## src/rtl/icache_refill_ctrl_pkg.sv

```systemverilog
// icache_refill_ctrl_pkg: shared widths, polarity constants and FSM encoding for the fetch refill controller.
package icache_refill_ctrl_pkg;
    localparam int   ADDR_LEN     = 32;
    localparam int   INST_LEN     = 32;
    localparam logic RESET_ENABLE = 1'b1;
    localparam logic VALID        = 1'b1;
    localparam int   BYTE_W       = 8;
    typedef enum logic [2:0] {
        IDLE   = 3'd0,
        LOOKUP = 3'd1,
        FILL   = 3'd2,
        RESP   = 3'd3,
        WRITE  = 3'd4
    } state_t;
endpackage

```

## src/rtl/icache_refill_ctrl_refill_byte_assembler.sv

```systemverilog
// refill_byte_assembler: issue/receive counters and little-endian word assembly for one cache line refill.
module refill_byte_assembler
    import icache_refill_ctrl_pkg::*;
#(
    parameter int INST_W = INST_LEN,
    parameter int BYTES  = INST_W / BYTE_W,
    parameter int CW     = $clog2(BYTES + 1)
) (
    input  logic              clk,
    input  logic              rst,
    input  logic              start,
    input  logic              grant,
    input  logic              abort,
    input  logic [BYTE_W-1:0] rdata,
    output logic [CW-1:0]     issue_idx,
    output logic              issuing,
    output logic              done,
    output logic [INST_W-1:0] word
);
    logic [CW-1:0] recv_cnt;
    logic          in_flight;
    assign issuing = issue_idx < CW'(BYTES);
    // done fires while the last byte is being captured so WRITE follows immediately
    assign done = in_flight && recv_cnt == CW'(BYTES - 1);
    always_ff @(posedge clk)
        if (rst == RESET_ENABLE || abort || start) begin
            issue_idx <= '0;
            recv_cnt  <= '0;
            in_flight <= 1'b0;
            word      <= '0;
        end else begin
            if (grant && issuing) issue_idx <= issue_idx + CW'(1);
            in_flight <= grant && issuing;
            if (in_flight) begin
                word[BYTE_W*recv_cnt +: BYTE_W] <= rdata;
                recv_cnt <= recv_cnt + CW'(1);
            end
        end
endmodule

```

## src/rtl/icache_refill_ctrl.sv

```systemverilog
// icache_refill_ctrl: IF-side I-cache lookup with byte-wise memory refill on a miss.
// Define IFETCH_PERF_CNT_EN to add the hit_cnt/miss_cnt performance counters.
module icache_refill_ctrl
    import icache_refill_ctrl_pkg::*;
#(
    parameter int ADDR_W = ADDR_LEN,
    parameter int INST_W = INST_LEN,
    parameter int BYTES  = INST_W / BYTE_W
) (
    input  logic              clk,
    input  logic              rst,
    input  logic              fetch_req,
    input  logic [ADDR_W-1:0] fetch_addr,
    input  logic              flush,
    output logic              fetch_ack,
    output logic [INST_W-1:0] fetch_inst,
`ifdef IFETCH_PERF_CNT_EN
    output logic [31:0]       hit_cnt,
    output logic [31:0]       miss_cnt,
`endif
    output logic [ADDR_W-1:0] cache_addr,
    input  logic [INST_W-1:0] cache_data,
    input  logic              cache_hit,
    output logic [INST_W-1:0] cache_wdata,
    output logic              cache_replace,
    output logic              mem_req,
    output logic [ADDR_W-1:0] mem_addr,
    input  logic              mem_grant,
    input  logic [BYTE_W-1:0] mem_rdata
);
    localparam int CW = $clog2(BYTES + 1);
    state_t            state, next;
    logic [ADDR_W-1:0] base;
    logic [INST_W-1:0] inst_q, word;
    logic [CW-1:0]     issue_idx;
    logic              issuing, done;
    refill_byte_assembler #(.INST_W(INST_W), .BYTES(BYTES)) u_asm (
        .clk       (clk),
        .rst       (rst),
        .start     (state == LOOKUP && cache_hit != VALID),
        .grant     (mem_req && mem_grant),
        .abort     (flush),
        .rdata     (mem_rdata),
        .issue_idx (issue_idx),
        .issuing   (issuing),
        .done      (done),
        .word      (word)
    );
    always_ff @(posedge clk)
        if (rst == RESET_ENABLE) state <= IDLE;
        else state <= next;
    always_comb begin
        next = state;
        case (state)
            IDLE:    if (fetch_req) next = LOOKUP;
            LOOKUP:  next = cache_hit == VALID ? RESP : FILL;
            FILL:    if (done) next = WRITE;
            default: next = IDLE;
        endcase
        if (flush) next = IDLE;
        // a flushed WRITE still refills the cache with correct data, only the ack is dropped
        fetch_ack     = (state == RESP || state == WRITE) && !flush;
        fetch_inst    = state == WRITE ? word : inst_q;
        cache_addr    = (state == LOOKUP || state == WRITE) ? base : '0;
        cache_replace = state == WRITE;
        cache_wdata   = cache_replace ? word : '0;
        mem_req       = state == FILL && issuing;
        mem_addr      = mem_req ? base + ADDR_W'(issue_idx) : '0;
    end
    always_ff @(posedge clk)
        if (rst == RESET_ENABLE) begin
            base   <= '0;
            inst_q <= '0;
        end else begin
            if (state == IDLE && fetch_req && !flush) base <= fetch_addr & ~ADDR_W'(3);
            if (state == LOOKUP && cache_hit == VALID) inst_q <= cache_data;
        end
`ifdef IFETCH_PERF_CNT_EN
    always_ff @(posedge clk)
        if (rst == RESET_ENABLE) begin
            hit_cnt  <= '0;
            miss_cnt <= '0;
        end else if (state == LOOKUP) begin
            hit_cnt  <= hit_cnt + 32'(cache_hit);
            miss_cnt <= miss_cnt + 32'(!cache_hit);
        end
`endif
endmodule

```

## config.mk

```make
export PLATFORM = sky130hd
export DESIGN_NAME = icache_refill_ctrl
export DESIGN_NICKNAME = d
export VERILOG_FILES = /design/src/rtl/icache_refill_ctrl_pkg.sv /design/src/rtl/icache_refill_ctrl_refill_byte_assembler.sv /design/src/rtl/icache_refill_ctrl.sv
export SDC_FILE = /design/constraint.sdc
export NUM_CORES = 1
export LEC_CHECK = 0
export BUFFER_PORTS_ARGS = -buffer_cell sky130_fd_sc_hd__clkbuf_2
export CAP_MARGIN = 20
export CORE_ASPECT_RATIO = 0.8
export CORE_MARGIN = 3
export CORE_UTILIZATION = 44
export DETAILED_ROUTE_END_ITERATION = 12
export PLACE_DENSITY = 0.76
export SKIP_CTS_REPAIR_TIMING = 1
export SLEW_MARGIN = 20
export SYNTH_ARGS = -nofsm -noshare
export SYNTH_HDL_FRONTEND = slang
export SYNTH_SLANG_ARGS = --single-unit
```

## constraint.sdc

```tcl
create_clock -name clk -period 2.1 [get_ports clk]
set_input_delay 0.21 -clock clk [delete_from_list [all_inputs] [get_ports clk]]
set_output_delay 0.21 -clock clk [all_outputs]
set_load 0.02 [all_outputs]
```

==> impl_metrics.tcl <==
set metrics [dict create \
    reg2reg_to "u_asm.issue_idx[0]" \
    grt_pass1_vias 5194 \
    fin_ws_ns -0.463 \
    cts_buffers 9 \
    clkSinkCount 104 \
    htreeDepth 3 \
    cts-root-buf "clkbuf_16" \
    min_period_ns 2.56 \
    synth_cells 701 \
    drive_gt1_share_pct 39.3 \
    start_util_pct 45.5 \
    drc 0 \
    seq_area_frac_synth_pct 39.3 \
    cts_tree "yes" \
    violations "negative setup slack" \
    numPortBuffers 204 \
    slowest_delay_ns 0.58 \
    fillers 1032 \
    power.leakage_nw 3.58 \
    holdPathStages 3 \
    synthDominantCellAreaShare_pct 39.3 \
    hp-class "input pin to register" \
    place_inst 1070 \
    critPathCaptureType "primary output" \
    grt_pass1_wl_um 26100 \
    clock_power_share_pct 41.8 \
    nets 1027 \
    outcome "finished, violations left" \
    hold_violations 0 \
    hold_end "base[10]" \
    io_pins 209 \
    placed_cell_area_um2 6950 \
    globalplace.congestion 0.850 \
    drv_slew 0 \
    clk_path_buf_depth 2 \
    pwr-share-seq_pct 47.7 \
    synth_warnings 0 \
    dieArea_um2 13400 \
    final.setup.tns_ns -6.77 \
    row_count 35 \
    num_antenna_cells 0 \
    postRouteAntennaNets 0 \
    synth_cell_types 45 \
    async_reset_ff_share_pct 0 \
    synth_area_leader_cell "dfxtp_1" \
    crit_chain "ha_4, nand3_2, or4_4, or4_4, a21oi_4, buf_6" \
    rrSetupSlack_ns 0.12 \
    crit_top_cell "or4_4" \
    synthTopCellsByArea "dfxtp_1 39%, nand2_1 11%, a21oi_1 8.5%" \
    p_comb_share_pct 10.4 \
    setup_viol 31 \
    fin_util_pct 65.7 \
    vias_per_cell 5.35 \
    final_area_um2 7660 \
    grt_max_degree 43 \
    grt_use_total_pct 23.5 \
    post_drt_wl_per_cell_um 15.7 \
    rsz0062_at_grt "true" \
    crit_fanout 6 \
    clock_latency_ns 0.35 \
    required_ns 1.89 \
    rr_worst_depth 10 \
    ys.flop_type "dfxtp_1" \
    stdcell_count 1095 \
    sw_frac_of_total_pct 25.6 \
    syn_area_per_cell_um2 7.56 \
    synth_edf_count 0 \
    fmax_ghz 0.390 \
    vias 5854 \
    clkTransAtPathRegs_ns 0.08 \
    dp_hpwl_um 12100 \
    fin_skew_ns 0.0106 \
    cp-start-kind "register" \
    vdd_drop_max_uv 403 \
    p_per_area_nw_per_um2 560 \
    crit_arrival_ns 2.35 \
    drt_first_iter_violations 354 \
    ys_ff_latch 104 \
    crit_type "register to primary output" \
    fin_crit_sh_pct 122 \
    antenna_found_initial 0 \
    min_from "fetch_addr[10]" \
    switchingPower_mw 1.10 \
    synth_area_um2 5300 \
    preCtsSetupSlack_ns -0.154 \
    routed_wl_um 17100 \
    dieHeight_um 104 \
    drv_cap 0 \
    core_area_um2 11600 \
    reg2reg_from "u_asm.issue_idx[2]" \
    die_x_um 129 \
    overflow 0 \
    dr.pass1.iters 5 \
    critPathSlowestCell "or4_4" \
    p_int_mw 3.19 \
    syn_to_final_growth_pct 44.5 \
]
==> cells in the mapped netlist (all sizes together) (2+ instances only) <==
| library cell | number |
|---|---|
| or4b | 2 |
| nand3b | 10 |
| and2 | 28 |
| nand4b | 2 |
| or2 | 3 |
| ha | 7 |
| o21ai | 3 |
| buf | 7 |
| nor3 | 10 |
| nand3 | 18 |
| nor4 | 4 |
| a21oi | 90 |
| clkbuf | 48 |
| nor2 | 40 |
| nand2b | 2 |
| xnor2 | 12 |
| o31ai | 8 |
| o211ai | 5 |
| or4 | 16 |
| a21o | 32 |
| xor2 | 4 |
| and3 | 33 |
| dfxtp | 104 |
| nand2 | 161 |
| or3 | 4 |
| mux2i | 18 |
| inv | 11 |
| nand4 | 8 |
==> routing by layer <==
layer / GRT usage [%] / vias up / share of wire (%)
li1: - / 2874 / -
met1: 35.0 / 2753 / 47
met2: 35.3 / 200 / 45
met3: 3.54 / 27 / 6.3
met4: 6.07 / 0 / 1.9
met5: 0 / - / 0
==> worst max path at each step <==
stage / start / end / slack, ns / cells past startpoint
CTS: u_asm.issue_idx[2] / mem_addr[23] / -0.54 / 6
global placement: u_asm.issue_idx[2] / mem_addr[29] / -0.12 / 6
finish: u_asm.issue_idx[2] / mem_addr[23] / -0.46 / 6
floorplan: base[9] / mem_addr[23] / -0.05 / 5
detailed placement: u_asm.issue_idx[2] / mem_addr[23] / -0.15 / 6
global route: u_asm.issue_idx[2] / mem_addr[23] / -0.52 / 6
==> layout by cell type (no fill, tap or decap), drive strengths merged, types with 28 or more instances in the layout <==
| master | instances |
|---|---|
| and3 | 33 |
| buf | 108 |
| nor2 | 40 |
| nand2 | 161 |
| clkbuf | 185 |
| dfxtp | 104 |
| a21o | 32 |
| and2 | 28 |
| a21oi | 90 |
==> state kept, by name, summed over array words and instances, names as in the netlist <==
signal	cells
u_asm.issue_idx	3
u_asm.in_flight	1
inst_q	32
u_asm.recv_cnt	3
base	30
u_asm.word	32
state	3
==> cell type report <==
cell class | instances | area (um^2) | share of cell area, %
clock buffers | 10 | 239 | 3.12
clock inverters | 6 | 82.6 | 1.08
inverters | 12 | 50.0 | 0.653
multi-input cells | 532 | 3220 | 42.0
flip-flops and latches | 104 | 2110 | 27.5
well taps | 148 | 185 | 2.42
repair buffers | 283 | 1780 | 23.2
==> per-stage QoR <==
| stage | power (mW) | hold WS [ns] |
|---|---|---|
| 6_report | 4.29 | 0.0749 |
| 5_1_grt | 4.45 | 0.0740 |
| 4_1_cts | 4.29 | 0.0651 |
| 3_5_place_dp | 2.51 | 0.433 |
| 3_3_place_gp | 2.51 | 0.434 |
| 2_1_floorplan | 2.30 | 0.287 |
==> worst max-delay path, delay by kind of cell (launching register included) <==
kind	cells	cell delay (ns)
AND/OR/NAND/NOR	3	1.23
flip-flops	1	0.38
adder cells (fa/ha/maj)	1	0.14
AO/OA/AOI/OAI	1	0.14
buffers and inverters	1	0.13
==> power by group through the flow <==
stage / combinational [mW] / sequential, mW / clock (mW)
after CTS: 0.426 / 2.04 / 1.82
after floorplan: 0.202 / 2.09 / 0
after global placement: 0.422 / 2.09 / 0
after detailed placement: 0.425 / 2.09 / 0
final: 0.447 / 2.05 / 1.79
after global routing: 0.487 / 2.05 / 1.91
==> kinds of logic (layout without fill, tap and decap cells) <==
group,after synthesis,after routing,synth area share (%)
AO/OA/AOI/OAI,143,143,15.9
XOR/XNOR,16,16,2.64
adder cells (fa/ha/maj),7,7,1.65
buffers and inverters,67,311,5.22
flip-flops,104,104,39.3
multiplexers,18,18,3.40
other,1,2,0.0707
AND/OR/NAND/NOR,345,346,31.9
(Power assumes the default switching activity.)
